File: config.mk
export PLATFORM = sky130hd
export DESIGN_NAME = updown_sweep_ctrl
export DESIGN_NICKNAME = d
export VERILOG_FILES = /design/src/rtl/updown_pkg.sv /design/src/rtl/updown_sweep_ctrl.sv
export SDC_FILE = /design/constraint.sdc
export NUM_CORES = 1
export LEC_CHECK = 0
export ABC_AREA = 0
export CAP_MARGIN = 10
export CELL_PAD_IN_SITES_DETAIL_PLACEMENT = 1
export CELL_PAD_IN_SITES_GLOBAL_PLACEMENT = 1
export CORE_MARGIN = 8
export CORE_UTILIZATION = 33
export CTS_CLUSTER_DIAMETER = 40
export DETAILED_ROUTE_END_ITERATION = 8
export GPL_TIMING_DRIVEN = 1
export HOLD_SLACK_MARGIN = 0.03
export PLACE_DENSITY = 0.83
export SLEW_MARGIN = 20
export SYNTH_ARGS = -nofsm -noshare
export SYNTH_HDL_FRONTEND = slang
export SYNTH_SLANG_ARGS = --single-unit
File: constraint.sdc
create_clock -name clk -period 1.9 [get_ports clk]
set_clock_uncertainty 0.15 [all_clocks]
set_input_delay 0.38 -clock clk [delete_from_list [all_inputs] [get_ports clk]]
set_output_delay 0.38 -clock clk [all_outputs]
set_load 0.02 [all_outputs]
File: src/rtl/updown_pkg.sv
// Shared definitions for the updown counter and its sweep sequencer.
// Holds the default data width and the sequencer state encoding.
package updown_pkg;

    localparam int UPDOWN_W = 4;

    localparam logic [2:0] ST_IDLE = 3'd0;
    localparam logic [2:0] ST_LOAD = 3'd1;
    localparam logic [2:0] ST_UP   = 3'd2;
    localparam logic [2:0] ST_DOWN = 3'd3;
    localparam logic [2:0] ST_DONE = 3'd4;

    typedef enum logic [2:0] {
        IDLE = ST_IDLE,
        LOAD = ST_LOAD,
        UP   = ST_UP,
        DOWN = ST_DOWN,
        DONE = ST_DONE
    } state_t;

endpackage

File: src/rtl/updown_sweep_ctrl.sv
// Sweep sequencer driving an updown counter between lo and hi for reps sweeps.
// Turnarounds are decided from the counter's own count feedback.
module updown_sweep_ctrl
    import updown_pkg::*;
#(
    parameter int W = UPDOWN_W
) (
    input  logic         clk,
    input  logic         rst,
    input  logic         start,
    input  logic         stop,
    input  logic [W-1:0] lo,
    input  logic [W-1:0] hi,
    input  logic [W-1:0] reps,
    input  logic [W-1:0] count,
    output logic         load,
    output logic         mode,
    output logic [W-1:0] a,
    output logic         busy,
    output logic         done,
    output logic         err,
    output logic [W-1:0] sweeps
);

    state_t       state;
    state_t       state_n;
    logic [W-1:0] lo_q;
    logic [W-1:0] hi_q;
    logic [W-1:0] reps_q;
    logic [W-1:0] sweeps_inc;
    logic         reject;
    logic         accept;
    logic         abort;
    logic         at_hi;
    logic         at_lo;
    logic         last;

    assign reject     = start && ((lo >= hi) || (reps == '0));
    assign accept     = start && !reject;
    assign abort      = (state != IDLE) && stop;
    assign at_hi      = (count == hi_q);
    assign at_lo      = (count == lo_q);
    assign sweeps_inc = sweeps + W'(1);
    assign last       = (sweeps_inc == reps_q);

    // Counter controls: parked at zero unless actively sweeping
    always_comb begin
        load = 1'b1;
        mode = 1'b0;
        a    = '0;
        busy = (state != IDLE);
        if (!abort) begin
            unique case (state)
                IDLE: begin
                    load = 1'b1;
                end
                LOAD: begin
                    a = lo_q;
                end
                UP: begin
                    load = 1'b0;
                    mode = at_hi;
                end
                DOWN: begin
                    if (at_lo && last) begin
                        load = 1'b1;
                    end else begin
                        load = 1'b0;
                        mode = !at_lo;
                    end
                end
                DONE: begin
                    load = 1'b1;
                end
                default: begin
                    load = 1'b1;
                end
            endcase
        end
    end

    // Next state; stop aborts any active run back to idle
    always_comb begin
        state_n = state;
        unique case (state)
            IDLE: begin
                if (accept) state_n = LOAD;
            end
            LOAD: begin
                state_n = UP;
            end
            UP: begin
                if (at_hi) state_n = DOWN;
            end
            DOWN: begin
                if (at_lo) state_n = last ? DONE : UP;
            end
            DONE: begin
                state_n = IDLE;
            end
            default: begin
                state_n = IDLE;
            end
        endcase
        if (abort) state_n = IDLE;
    end

    // State, latched bounds, sweep count and status pulses
    always_ff @(posedge clk) begin
        if (rst) begin
            state  <= IDLE;
            lo_q   <= '0;
            hi_q   <= '0;
            reps_q <= '0;
            sweeps <= '0;
            done   <= 1'b0;
            err    <= 1'b0;
        end else begin
            state <= state_n;
            done  <= (state_n == DONE);
            err   <= (state == IDLE) && reject;
            if ((state == IDLE) && accept) begin
                lo_q   <= lo;
                hi_q   <= hi;
                reps_q <= reps;
                sweeps <= '0;
            end else if ((state == DOWN) && at_lo && !stop) begin
                sweeps <= sweeps_inc;
            end
        end
    end

endmodule

# == Word level (Yosys, flattened, before mapping) ==
# Cells that the tools add are included.
# totals
wordCells,46
regBits,21
# op_classes
reduce_logical,16
n_mux,14
n_addsub,1
n_lt_le_gt_ge,1
eq_ne,7
# ops
operator,count
$mux 3,5
$eq 4x4->1,3
$pmux 3 s4,1
$logic_and 1x1->1,8
$mux 4,2
$eq 3x2->1 const B,2
$add 4x1->4 const B,1
$ge 4x4->1,1
$logic_not 4->1,1
$mux 1,4
$pmux 1 s2,2
$eq 3x1->1 const B,1
$eq 3x3->1 const B,1
$logic_not 1->1,3
$logic_not 3->1,1
$reduce_bool 3->1,1
$reduce_or 2->1,1
$logic_or 1x1->1,1

# == Logic depth before layout (Yosys ltp) ==
# Gate-level depths: netlist (run 1).
# logic_depth
depth_word,9
mapped_depth,8
ltp_nobuf,6

# == Worst setup path after synthesis (run 1) ==
# No wires, ideal clock.
# synth_timing
kind,register to output
from,register sweeps[0]
to,output load
n_path_buf,0
path_slack_ps,-92
stages_incl_launch_ff,6
t_arrival_ps,1462
required_time_ps,1370
cell_sequence,dfxtp_1 -> ha_1 -> xnor2_1 -> xnor2_1 -> nor4_4 -> a21o_2
# synth_between
elab_chain_len,6
# synth_rtl
element,line,source
start: declaration,updown_sweep_ctrl.sv:22,output logic [W-1:0] sweeps
start signal: assignment,updown_sweep_ctrl.sv:128,sweeps <= sweeps_inc;
$add 4x1->4,updown_sweep_ctrl.sv:43,assign sweeps_inc = sweeps + W'(1);
$eq 4x4->1,updown_sweep_ctrl.sv:44,assign last = (sweeps_inc == reps_q);
$logic_and 1x1->1,updown_sweep_ctrl.sv:65,if (at_lo && last) begin
$mux 1,updown_sweep_ctrl.sv:65,
$pmux 1 s2,updown_sweep_ctrl.sv:53,unique case (state)
$mux 1,updown_sweep_ctrl.sv:52,if (!abort) begin
end: declaration,updown_sweep_ctrl.sv:16,"output logic load,"
# No other way between the ends.

# == Worst setup path after layout (run 1) ==
# layout_timing
from,register sweeps[0]
to,output load
# layout_between
elab_chain_len,6
# layout_rtl
element,line,source
$add 4x1->4,updown_sweep_ctrl.sv:43,
net sweeps_inc[1],updown_sweep_ctrl.sv:30,logic [W-1:0] sweeps_inc;
$eq 4x4->1,updown_sweep_ctrl.sv:44,
$logic_and 1x1->1,updown_sweep_ctrl.sv:65,
$mux 1,updown_sweep_ctrl.sv:65,
$pmux 1 s2,updown_sweep_ctrl.sv:53,
$mux 1,updown_sweep_ctrl.sv:52,
# The timed path passes the listed nets, and every way through them passes these cells.

==> results by group, run 1 <==
Outcome
  – Status: finished with violations
  – Failing checks: negative setup slack

Floorplanning
  – Die Y: 79.4 µm
  – Core footprint: between 0.003 and 0.004 mm²
  – Initial Util: 33.6%
  – Row cnt: 23
  – Die area: 0.00630 mm²
  – Die X: 79.4 µm
  – I/O pin count: 33

CTS
  – CTS max path bufs: 2
  – Clk slew on worst S/H paths: 0.08 ns
  – CTS tree: yes
  – H-tree levels: 1
  – Number of clock sinks seen by CTS: 21
  – Root buffer cell: clkbuf_8
  – Worst-Skew Late Latency: 0.27 ns
  – CTS Buf Count: 3

STA
  – Setup violators final: 4
  – Max_slew headroom: 74.8%
  – Fmax: 450 MHz
  – Clock period minus worst slack: 2.22 ns
  – Final period utilization: 117%
  – Min setup slack post-route: -0.323 ns
  – Worst-Margin Slew: 0.375 ns
  – RSZ-0062 raised after global routing: yes
  – Slew Viols, Final: 0
  – Endpoints failing hold: 0

Detailed routing
  – First-pass DRT Iterations: 4
  – Drt wl/cell: 19.3 µm
  – Post-route DRC: 0
  – Via count: 1328
  – Initial DRC Count: 66
  – Vias per cell: 5.11
  – DRT antenna net count: 0
  – Final wirelength: 5020 µm

Final layout
  – Share of cells above drive strength 1: 51.4%
  – Sequential Area: ~440 µm²
  – Core Util, Final: between 50 and 60%
  – Nets@finish: 236
  – Fillers: 406
  – Area Growth Syn to Fin: 76.8%
  – # diodes: 0
  – Multi-input logic area: between 0.001 and 0.0015 mm²
  – Fin cells: 260

Power
  – VDD IR-drop max: roughly 0.00029 V
  – Total power: ~1200 µW
  – PwrDens: 504 mW/mm²
  – P_leak: 0.000996 µW

Global route
  – Vias in the first global route: between 1500 and 2000
  – GRT Util Overall: between 15 and 20%
  – Grt ovf: 0
  – First-pass GRT wire length: between 8000 and 9000 µm
  – Pin count of the biggest net entering global routing: 22
  – Initial antenna violation count: 0

Yosys
  – Sequential area share after synthesis: 31.7%
  – Cell taking the most area after synthesis: dfxtp_1
  – Net count after synthesis: ~160
  – Top cells by area, synth: dfxtp_1, nand2b_1, mux2i_1
  – Post-synthesis cell type count: 42
  – Mapped cell area: 0.00133 mm²
  – Top-area cell type share of the netlist area: 31.7%
  – Cells after Synth: 139
  – Average cell area after synthesis: 9.53 µm²
  – Register bit total from synthesis: 21
  – Syn. warnings: 0

Min path
  – Hold Path Class: input port to register

Worst setup path
  – CP peak stage delay: 0.35 ns
  – CP arrival: around 1.7 ns
  – CP Class: register to output pin
  – Crit path cell chain: ha_4 -> xnor2_2 -> nand2_2 -> nor4_4 -> a21o_2 -> buf_6
  – Crit-path slowest cell: dfxtp_2
  – Worst Setup End Kind: output pin
  – Worst path top cell family by delay: simple AND/OR/NAND/NOR gates
  – WP data required: ~1.4 ns
  – CP Launch Type: register
  – Worst path bufs/invs: 1
  – Max Fanout on Critical Path: 2

Flow run
  – Total of max-cap violations: 0

Placement
  – Pre-CTS WS: -1.07 ns
  – HPWL Detailed: about 3200 µm
  – GPL Wtd Cong: 0.823
  – Placed cells: 246
  – IO buf count: 32
[Yosys cell counts]
cell type  number
a31oi_1         1
nor2_1          3
nand2b_4        1
a21oi_1         3
nand3b_1        2
nand4_1         1
and2_1          3
o21ai_0         3
o31ai_1         2
mux2i_1        12
a22oi_1         1
dfxtp_1        21
a211oi_2        1
xor2_1          6
o41ai_1         1
a21o_2          1
nor3_2          1
buf_12          1
and3_1          1
a211oi_1        4
and4_2          1
nor4_4          1
and4b_1         1
nand3b_2        1
and4_1          1
or2b_1          3
nand4_2         1
buf_6           1
o2111ai_1       1
ha_1            5
nand2_1         2
clkbuf_1        4
inv_1           7
o2111a_1        1
nor4b_1         2
nand3_1         2
nand2b_1       22
nor3_1          3
and2_2          1
a31o_2          1
xnor2_1         8
nor4_1          1
[repair_timing]
item | in CTS | in global routing
endpoints found under the setup margin | 26 | 24
hold buffers | 0 | 0
buffers inserted | 7 | 3
pin swaps | 14 | 20
resized for setup | 97 | 51
cloned | 1 | 0
[worst reg2reg max path, cell delays in order (launching register included)]
cell and delay [ns]:
dfxtp_4 0.38, buf_6 0.13, nor3_4 0.20, buf_4 0.14, buf_6 0.08, o2111a_2 0.27
buf_6 0.13, buf_12 0.12, mux2i_1 0.22
[metrics by stage]
stage	cell area [µm²]	setup TNS [ns]	hold WS [ns]
5_1_grt	2340	-1.20	0.266
4_1_cts	2170	-0.557	0.249
2_1_floorplan	1330	0	0.310
3_5_place_dp	1910	-15.07	0.344
6_report	2340	-0.530	0.245
3_3_place_gp	1910	-12.55	0.322
[cells by family after synthesis]
group	share of synthesized area [%]
XOR/XNOR	9.25
AND/OR/NAND/NOR	28.6
flip-flops	31.7
AO/OA/AOI/OAI	11.1
multiplexers	9.07
adder cells (fa/ha/maj)	4.72
buffers and inverters	5.48
[sequential cells by signal (all words and copies together) (netlist names)]
signal and flops:
hi_q 4, sweeps 4, reps_q 4, lo_q 4, state 3, err 1
done 1
[worst paths after layout]
kind,from,endpoint,slack [ns],cells past startpoint
min reg2reg,hi_q[2],hi_q[2],0.37,2
max,sweeps[0],load,-0.32,6
max reg2reg,state[2],hi_q[0],-0.02,8
min,hi[2],hi_q[2],0.24,3
[where the power goes]
group	switching [µW]	internal, µW	total [µW]
Clock	163	150	314
Combinational	170	212	383
Sequential	24.1	460	484
Total	358	823	1180
[cell usage in the layout, fill, tap and decap left out, drive strengths merged, types with 6 or more instances in the layout]
cell type / count
inv: 7
xor2: 6
nand2b: 23
clkbuf: 7
dlygate4sd2: 6
buf: 51
dfxtp: 21
xnor2: 8
mux2i: 12
clkdlybuf4s15: 6
[area by class of cell]
cell class / count / share of cell area [%]
clock buffers: 4 / 1.92
inverters: 7 / 1.12
multi-input cells: 105 / 46.5
flip-flops and latches: 21 / 18.7
well taps: 50 / 2.67
repair buffers: 73 / 29.1
[metal layers]
layer  GRT usage, %  vias to the layer above  part of all wire [%]
li1               -                      628                     -
met1           16.4                      641                    36
met2           31.3                       41                    55
met3           4.51                       18                   5.5
met4           9.26                        0                   4.0
met5              0                        -                     0
Power figures use the tool's default switching activity.
==> run 2, diff against run 1 <==
Settings changed: PLACE_DENSITY 0.83 to 0.73, SLEW_MARGIN 20 to 10.
==> run 2 against run 1 <==
  * The flow still finishes with violations (negative setup slack)
  * Highest routed layer unchanged
  * Register-to-register slack improved by 0.16 ns
  * Via count fell by 4.4%
  * Largest power group unchanged
  * Wire length down 12%
  * Cell area shrank 2.1%
==> results by group, run 2 (synthesis gave the netlist of run 1 again) <==
Floorplanning
  – Core footprint: 0.00394 mm² (unchanged)
  – Die area: 0.00630 mm² (unchanged)
  – Die X: 79.4 µm (unchanged)
  – Row cnt: 23 (unchanged)
  – I/O pin count: 33 (unchanged)
  – Die Y: 79.4 µm (unchanged)
  – Initial Util: 33.6% (unchanged)

CTS
  – Number of clock sinks seen by CTS: 21 (unchanged)
  – Clk slew on worst S/H paths: 0.08 ns (about the same)
  – CTS max path bufs: 2 (unchanged)
  – H-tree levels: 1 (unchanged)
  – CTS tree: yes
  – CTS Buf Count: 3 (unchanged)
  – Worst-Skew Late Latency: 0.26 ns (about the same)
  – Root buffer cell: clkbuf_8
  – CTS Hold Buffers Added: 0 (unchanged)

Worst setup path
  – CP peak stage delay: 0.36 ns (about the same)
  – CP arrival: 1.66 ns (-0.03 ns)
  – WP data required: 1.37 ns (about the same)
  – Worst Setup End Kind: output pin
  – Worst path bufs/invs: 2 (+1)
  – Crit path cell chain: buf_4 -> nand3_1 -> xnor2_1 -> nor4_4 -> a21o_2 -> buf_6
  – CP Class: register to output pin
  – Crit-path slowest cell: dfxtp_2
  – Worst path top cell family by delay: simple AND/OR/NAND/NOR gates
  – Max Fanout on Critical Path: 5 (+3)
  – CP Launch Type: register

Placement
  – HPWL Detailed: 3190 µm (-1.6%)
  – Placed cells: 250 (+1.6%)
  – Dpl cell area: 0.00194 mm² (+1.6%)
  – Pre-CTS WS: -1.03 ns (+0.0417 ns)
  – GPL Wtd Cong: 0.755 (-8.3%)
  – IO buf count: 32 (unchanged)

Global route
  – Initial antenna violation count: 0 (unchanged)
  – First-pass GRT wire length: 6870 µm (-17%)
  – GRT Util Overall: 13.5% (-3.3 points)
  – Grt ovf: 0 (unchanged)
  – Pin count of the biggest net entering global routing: 19 (-14%)
  – Vias in the first global route: 1483 (-8.7%)

Final layout
  – Nets@finish: 238 (+0.85%)
  – # diodes: 0 (unchanged)
  – Share of cells above drive strength 1: 48.6% (-2.8 points)
  – Fillers: 427 (+5.2%)
  – Most frequent cells in the layout: buf_4, nand2b_1, dfxtp_1, mux2i_1
  – Fin cells: 262 (+0.77%)
  – Area Growth Syn to Fin: 73.1%
  – Final instance area: 0.00229 mm² (-2.1%)
  – Core Util, Final: 58.2% (-1.2 points)
  – Commonest non-fill, non-tap cell in the layout: buf_4

STA
  – Fmax: 456 MHz (+1.4%)
  – Setup violators final: 3 (-1)
  – Slew Viols, Final: 0 (unchanged)
  – Endpoints failing hold: 0 (unchanged)
  – Max_slew headroom: 81.4% (+6.6 points)
  – Final period utilization: 115% (-1.6 points)
  – Clock period minus worst slack: 2.19 ns (-0.0313 ns)
  – Worst-Margin Slew: 0.277 ns (-0.0982 ns)
  – RSZ-0062 raised after global routing: yes
  – Min setup slack post-route: -0.292 ns (+0.0313 ns)

Detailed routing
  – Drt wl/cell: 16.9 µm (-12%)
  – DRT antenna net count: 0 (unchanged)
  – Post-route DRC: 0 (unchanged)
  – Via count: 1269 (-4.4%)
  – Vias per cell: 4.84 (-5.2%)
  – Final wirelength: 4440 µm (-12%)
  – Initial DRC Count: 74 (+12%)
  – First-pass DRT Iterations: 4 (unchanged)

Power
  – PwrDens: 497 mW/mm² (-1.4%)
  – Clock Power Share: 26.2% (-0.4 points)
  – Sw Ratio: 28.6% (-1.7 points)
  – P_leak: 0.000990 µW (-0.65%)
  – VDD IR-drop max: 0.000244 V (-15%)
  – Internal Power: 814 µW (-1.0%)
  – Net Sw Power: 326 µW (-9.0%)
  – Power share of the combinational group: 31.3% (-1.1 points)
  – Reg power frac: 42.5% (+1.5 points)

Flow run
  – Total of max-cap violations: 0 (unchanged)

Min path
  – Hold Path Class: input port to register

Outcome
  – Failing checks: negative setup slack
  – Status: finished with violations
[run 2: cell count changes in the layout (fill, tap and decap cells not counted), sizes merged]
cell,previous run,this run
clkinv,0,1
clkbuf,7,4
clkdlybuf4s50,4,10
dlygate4sd2,6,5
buf,51,50
[run 2: power by group through the flow]
stage,logic [µW],registers (µW),clock network [µW]
6_report,357,484,299
5_1_grt,386,487,330
4_1_cts,326,484,308
3_5_place_dp,284,490,0
3_3_place_gp,272,489,0
2_1_floorplan,144,489,0
[run 2: layer usage]
metal / vias up / routed length [µm] / global-route usage [%]
li1: 631 / - / -
met1: 611 / 1750 / 14.1
met2: 23 / 2490 / 27.0
met3: 4 / 159 / 2.26
met4: 0 / 36 / 2.78
met5: - / 0 / 0
[run 2: worst reg2reg max path, cell delays in order, from the launching register on]
cell and delay [ns]:
dfxtp_2 0.35, xnor2_2 0.19, nand4_2 0.14, buf_4 0.16
buf_6 0.11, buf_4 0.13, o41ai_2 0.29, a211oi_1 0.12
[run 2: timing repair]
| item | in CTS | in global routing |
|---|---|---|
| setup buffers | 4 | 3 |
| endpoints found under the setup margin | 25 | 25 |
| resized for setup | 94 | 22 |
| endpoints found under the hold margin | 0 | 0 |
| gates cloned | 0 | 1 |
| pin swaps | 17 | 14 |
[run 2: layout make-up]
type | count | area, µm² | area share (%)
Multi-Input combinational cell | 105 | 1020 | 44.6
Timing Repair Buffer | 75 | 701 | 30.6
Sequential cell | 21 | 434 | 18.9
Tap cell | 50 | 62.6 | 2.73
Clock buffer | 3 | 41.3 | 1.80
Inverter | 7 | 26.3 | 1.15
Clock inverter | 1 | 5.00 | 0.218
[run 2: worst paths after layout]
check / start / to / slack [ns] / depth (start not counted)
min: hi[3] / hi_q[3] / 0.29 / 3
max reg2reg: lo_q[3] / sweeps[3] / 0.14 / 7
min reg2reg: reps_q[0] / reps_q[0] / 0.35 / 2
max: sweeps[0] / load / -0.29 / 6
[run 2: stage by stage]
step,total power [µW],TNS [ns],hold slack (ns)
floorplan,634,0,0.310
global placement,760,-12.81,0.323
detailed placement,775,-14.09,0.334
CTS,1120,-0.510,0.346
global route,1200,-1.07,0.303
finish,1140,-0.545,0.290
==> run 3, diff against run 2 <==
Settings changed: CTS_CLUSTER_DIAMETER 40 to unset.
==> results of run 3 <==
Final layout, timing and power as in run 2 (identical DEF).
